`src/rtl/seg_scan_ctrl.sv`:
```
// Time-multiplexed scan controller for common-anode 7-segment digits sharing one decoder.
// Walks the digits LS first, blanks the anodes at each slot start, and snapshots inputs once per frame.
module seg_scan_ctrl #(
  parameter int unsigned NUM_DIGITS = 8,
  parameter int unsigned SCAN_DIV   = 100000,
  parameter int unsigned BLANK_CYC  = 1000
) (
  input  logic                    clk,
  input  logic                    rst,
  input  logic [4*NUM_DIGITS-1:0] digits,
  input  logic [NUM_DIGITS-1:0]   digit_on,
  input  logic                    hex_mode,
  input  logic                    lz_supp,
  output logic [3:0]              dec_val,
  output logic                    dec_en,
  output logic                    dec_sel,
  output logic [NUM_DIGITS-1:0]   an,
  output logic                    frame_done
);

  localparam int unsigned CNT_W = $clog2(SCAN_DIV);
  localparam int unsigned IDX_W = (NUM_DIGITS > 1) ? $clog2(NUM_DIGITS) : 1;

  localparam logic [CNT_W-1:0] CNT_LAST  = CNT_W'(SCAN_DIV - 1);
  localparam logic [CNT_W-1:0] BLANK_END = CNT_W'(BLANK_CYC);
  localparam logic [IDX_W-1:0] IDX_LAST  = IDX_W'(NUM_DIGITS - 1);

  typedef enum logic {
    ST_BLANK = 1'b0,
    ST_SHOW  = 1'b1
  } state_t;

  state_t state;
  state_t state_nxt;

  logic [CNT_W-1:0] cnt;
  logic [CNT_W-1:0] cnt_nxt;
  logic [IDX_W-1:0] idx;
  logic [IDX_W-1:0] idx_nxt;
  logic             cnt_wrap;
  logic             frame_wrap;

  // Frame snapshot registers; cap_pend forces a capture on the first edge out of reset
  logic [NUM_DIGITS-1:0][3:0] shadow;
  logic [NUM_DIGITS-1:0]      on_r;
  logic                       mode_r;
  logic                       lz_r;
  logic                       cap_pend;

  logic [NUM_DIGITS-1:0] sup;
  logic                  zero_run;

  logic [NUM_DIGITS-1:0] an_nxt;
  logic                  dec_en_nxt;
  logic [3:0]            dec_val_nxt;
  logic                  dec_sel_nxt;
  logic                  frame_done_nxt;

  // Slot counter and digit index
  always_comb begin
    cnt_wrap   = (cnt == CNT_LAST);
    frame_wrap = cnt_wrap && (idx == IDX_LAST);
    cnt_nxt    = cnt_wrap ? '0 : cnt + CNT_W'(1);
    idx_nxt    = idx;
    if (cnt_wrap) begin
      idx_nxt = frame_wrap ? '0 : idx + IDX_W'(1);
    end
  end

  always_ff @(posedge clk) begin
    if (rst) begin
      cnt <= '0;
      idx <= '0;
    end else begin
      cnt <= cnt_nxt;
      idx <= idx_nxt;
    end
  end

  // FSM state register
  always_ff @(posedge clk) begin
    if (rst) begin
      state <= ST_BLANK;
    end else begin
      state <= state_nxt;
    end
  end

  // FSM next state: the phase the upcoming counter value falls in
  always_comb begin
    state_nxt = ST_SHOW;
    if (cnt_nxt < BLANK_END) begin
      state_nxt = ST_BLANK;
    end
  end

  // Snapshot of inputs, taken at frame wrap so a frame never tears
  always_ff @(posedge clk) begin
    if (rst) begin
      shadow   <= '0;
      on_r     <= '0;
      mode_r   <= 1'b0;
      lz_r     <= 1'b0;
      cap_pend <= 1'b1;
    end else begin
      cap_pend <= 1'b0;
      if (cap_pend || frame_wrap) begin
        shadow <= digits;
        on_r   <= digit_on;
        mode_r <= hex_mode;
        lz_r   <= lz_supp;
      end
    end
  end

  // Leading-zero suppression: digit i dark when it and everything above it are zero
  always_comb begin
    zero_run = 1'b1;
    sup      = '0;
    for (int i = int'(NUM_DIGITS) - 1; i >= 0; i--) begin
      zero_run = zero_run & (shadow[i] == 4'h0);
      sup[i]   = lz_r & zero_run & (i != 0);
    end
  end

  // FSM output decode; the nibble is pre-loaded during blank
  always_comb begin
    an_nxt         = '1;
    dec_en_nxt     = 1'b0;
    dec_val_nxt    = shadow[idx];
    dec_sel_nxt    = mode_r;
    frame_done_nxt = frame_wrap;
    if ((state == ST_SHOW) && on_r[idx] && !sup[idx]) begin
      an_nxt[idx] = 1'b0;
      dec_en_nxt  = 1'b1;
    end
  end

  always_ff @(posedge clk) begin
    if (rst) begin
      an         <= '1;
      dec_en     <= 1'b0;
      dec_val    <= 4'h0;
      dec_sel    <= 1'b0;
      frame_done <= 1'b0;
    end else begin
      an         <= an_nxt;
      dec_en     <= dec_en_nxt;
      dec_val    <= dec_val_nxt;
      dec_sel    <= dec_sel_nxt;
      frame_done <= frame_done_nxt;
    end
  end

endmodule

```
`config.mk`:
```
export PLATFORM = sky130hd
export DESIGN_NAME = seg_scan_ctrl
export DESIGN_NICKNAME = d
export VERILOG_FILES = /design/src/rtl/seg_scan_ctrl.sv
export SDC_FILE = /design/constraint.sdc
export NUM_CORES = 1
export LEC_CHECK = 0
export ABC_CLOCK_PERIOD_IN_PS = 2100
export CAP_MARGIN = 40
export CELL_PAD_IN_SITES_DETAIL_PLACEMENT = 1
export CELL_PAD_IN_SITES_GLOBAL_PLACEMENT = 1
export CORE_MARGIN = 2
export CORE_UTILIZATION = 41
export DETAILED_ROUTE_END_ITERATION = 12
export PLACE_DENSITY = 0.83
export SLEW_MARGIN = 5
export SYNTH_ARGS = -nofsm -noshare
export SYNTH_HDL_FRONTEND = slang
export SYNTH_SLANG_ARGS = --single-unit
```
`constraint.sdc`:
```
create_clock -name clk -period 2.1 [get_ports clk]
set_clock_uncertainty 0.05 [all_clocks]
set_input_delay 0.315 -clock clk [delete_from_list [all_inputs] [get_ports clk]]
set_output_delay 0.315 -clock clk [all_outputs]
set_load 0.02 [all_outputs]
```
==> impl_metrics.env, run 1 <==
export IMPL_rsz0062_at_grt="no"
export IMPL_antenna_found_initial=0
export IMPL_drc=0
export IMPL_synth_cell_types=52
export IMPL_overflow=0
export IMPL_cp_max_fo=9
export IMPL_p_comb_frac=0.094
export IMPL_seqPwrFrac=0.488
export IMPL_syn_inst=405
export IMPL_clock_latency_ns=0.36
export IMPL_h_tree_depth=3
export IMPL_clock_path_buffers=2
export IMPL_seqCellArea_um2=1583
export IMPL_required_ns=2.32
export IMPL_start_util=0.4241
export IMPL_synthMostInstantiatedCell="dfxtp_1"
export IMPL_critPathCaptureType="flip-flop"
export IMPL_slew_violations=0
export IMPL_switchingPower_uw=764.3
export IMPL_seq_area_frac_synth=0.4276
export IMPL_start_kind="flip-flop"
export IMPL_pre_cts_slack_ns=0.008832
export IMPL_clock_sinks=79
export IMPL_nets=507
export IMPL_num_rows=34
export IMPL_tns_ns=0
export IMPL_routedWlPerCell_um=16.44
export IMPL_synth_edff_count=0
export IMPL_hold_class="in -> reg"
export IMPL_grt_usage=0.2061
export IMPL_synthTopCellsByCount="dfxtp_1, nand2_1, a21oi_2"
export IMPL_die_area_um2=9797
export IMPL_slowest_stage="dfxtp_2"
export IMPL_fp_coreArea_um2=8721
export IMPL_postCtsHoldBufs=0
export IMPL_postSynthAreaPerCell_um2=9.132
export IMPL_layout_setup_ws_ns=0.07592
export IMPL_dieWidth_um=98.98
export IMPL_ant_nets=0
export IMPL_yosys_area_top_type="dfxtp_1"
export IMPL_synth_top_area_frac=0.4276
export IMPL_netlist_top_cells_area="dfxtp_1, a21oi_2, nand2_1"
export IMPL_hold_viol_final=0
export IMPL_finalCriticalPeriod_ns=2.024
export IMPL_synth_seq_cells=79
export IMPL_port_buffers=58
export IMPL_fp_dieH_um=98.98
export IMPL_power_mw=3.267
export IMPL_finalSetupViolations=0
export IMPL_fmax_mhz=494.1
export IMPL_drive_gt1_frac=0.2430
export IMPL_antenna_cells=0
export IMPL_outcome="finished, final reports clean"
export IMPL_vias=3094
export IMPL_cts_root_buf="clkbuf_8"
export IMPL_synth_flop_cell="dfxtp_1"
export IMPL_worstMarginPinSlew_ns=0.6713
export IMPL_power_leakage_nw=1.606
export IMPL_internal_power_mw=2.503
export IMPL_cts_tree="built"
export IMPL_synth_warnings=0
export IMPL_viasPerCell=5.400
export IMPL_critical_path_class="reg -> reg"
export IMPL_final_fill_count=987
export IMPL_multi_input_area_um2=1929
export IMPL_cts_made_buffers=9
export IMPL_first_iter_violations=116
export IMPL_cp_cell_sequence="and3_1, nand3_1, or2_1, a22o_1, a41o_1, a41oi_1"
export IMPL_place_congestion=0.8462
export IMPL_syn_area_um2=3699
export IMPL_grt_max_degree=44
export IMPL_firstDrtPassIters=4
export IMPL_async_flop_share=0
export IMPL_p_sw_frac=0.2340
export IMPL_relSlewSlack=0.5519
export IMPL_max_cap_viol_count=0
export IMPL_grt_pass1_vias=3223
export IMPL_hpwlAfterDp_um=6881
export IMPL_fin_crit_sh=0.9638
export IMPL_p_per_area_nw_per_um2=708.7
export IMPL_syn_to_final_growth_pct=24.63
export IMPL_crit_arrival_ns=2.24
export IMPL_clock_power_share=0.418
export IMPL_synth_nets=452
export IMPL_grt_pass1_wl_um=16150
export IMPL_cp_slowest_stage_delay_ns=0.43
export IMPL_wl_um=9421
export IMPL_ir_worst_vdd_mv=0.3124
export IMPL_clk_pin_slew_ns=0.08
export IMPL_pin_count=59
-- cells in the final DEF (no fill, tap or decap), types with 3 or more instances in the layout --
cell / Yosys / final
nand4_1: 7 / 7
nand2_2: 27 / 27
buf_4: 1 / 12
nand3b_1: 3 / 3
nor2b_1: 4 / 4
and2_1: 3 / 3
inv_1: 5 / 5
dfxtp_1: 79 / 78
nand3_1: 11 / 11
bufinv_16: 0 / 3
nor3_1: 3 / 3
nand2_1: 69 / 69
xor2_1: 8 / 8
nor2_1: 32 / 32
a21oi_1: 10 / 9
clkdlybuf4s50_1: 0 / 57
nand4b_1: 4 / 4
and3_1: 4 / 3
xnor2_1: 6 / 6
a21oi_2: 40 / 41
o21ai_0: 7 / 7
clkbuf_8: 0 / 9
mux2i_1: 8 / 8
nor4_1: 6 / 6
mux4_2: 7 / 7
-- metal layers --
metal  share of wire  global-route usage  vias to the layer above
li1                -                   -                     1512
met1            0.46              0.2696                     1520
met2            0.49              0.3415                       55
met3           0.029             0.03901                        7
met4           0.013             0.07165                        0
met5               0                   0                        -
-- worst max-delay path: cells and delay by family (launching register included) --
kind / cells / cell delay (ns)
AND/OR/NAND/NOR: 3 / 0.79
AO/OA/AOI/OAI: 3 / 0.66
flip-flops: 1 / 0.43
-- flip-flops by register name, indices dropped and copies added (netlist names) --
register,flops
cnt,17
shadow,32
lz_r,1
on_r,8
dec_sel_nxt,1
cap_pend,1
idx,3
frame_done,1
dec_en,1
dec_val,4
dec_sel,1
an,8
state,1
-- per-stage QoR --
step	instances	hold WS [ns]	instance area, um^2	utilization
global route	573	0.3454	4609	0.5286
detailed placement	557	0.4075	4367	0.5007
floorplan	405	0.2927	3699	-
finish	573	0.3333	4609	0.5286
CTS	573	0.3227	4606	0.5281
global placement	557	0.3946	4367	0.5007
-- kinds of logic after synthesis --
logic type | synth area share
AND/OR/NAND/NOR | 0.2527
flip-flops | 0.4276
AO/OA/AOI/OAI | 0.1590
buffers and inverters | 0.05312
multiplexers | 0.06428
XOR/XNOR | 0.03315
adder cells (fa/ha/maj) | 0.01015
-- final cells by class --
type	instances	area share
flip-flops and latches	79	0.3434
multi-input cells	293	0.4186
inverters	5	0.004072
repair buffers	72	0.1531
clock inverters	5	0.02307
clock buffers	11	0.02850
well taps	108	0.02932
-- power by group through the flow --
stage	Combinational (mW)	Sequential [mW]	Clock (mW)
2_1_floorplan	0.182	1.62	0
3_5_place_dp	0.309	1.63	0
5_1_grt	0.340	1.60	1.45
6_report	0.307	1.60	1.36
3_3_place_gp	0.299	1.63	0
4_1_cts	0.311	1.60	1.39
-- repair_timing --
| item | CTS | global route |
|---|---|---|
| endpoints found under the setup margin | 1 | 20 |
| buffers inserted | 0 | 0 |
| endpoints found under the hold margin | 0 | 0 |
| gates resized for setup | 1 | 2 |
-- worst paths after layout --
| kind | start | end | slack [ns] | cells after the start |
|---|---|---|---|---|
| max | cnt[5] | state | 0.08 | 6 |
| min | rst | cnt[12] | 0.33 | 2 |
| max reg2reg | cnt[5] | state | 0.08 | 6 |
| min reg2reg | dec_sel_nxt | dec_sel_nxt | 0.41 | 2 |
Note: power is estimated with default switching activity, not from simulation.
==> run 2: changes to the inputs <==
SLEW_MARGIN = 0   (was 5)
==> results of run 2 <==
Same layout as run 1: the final DEF is identical, and so are final timing and power.
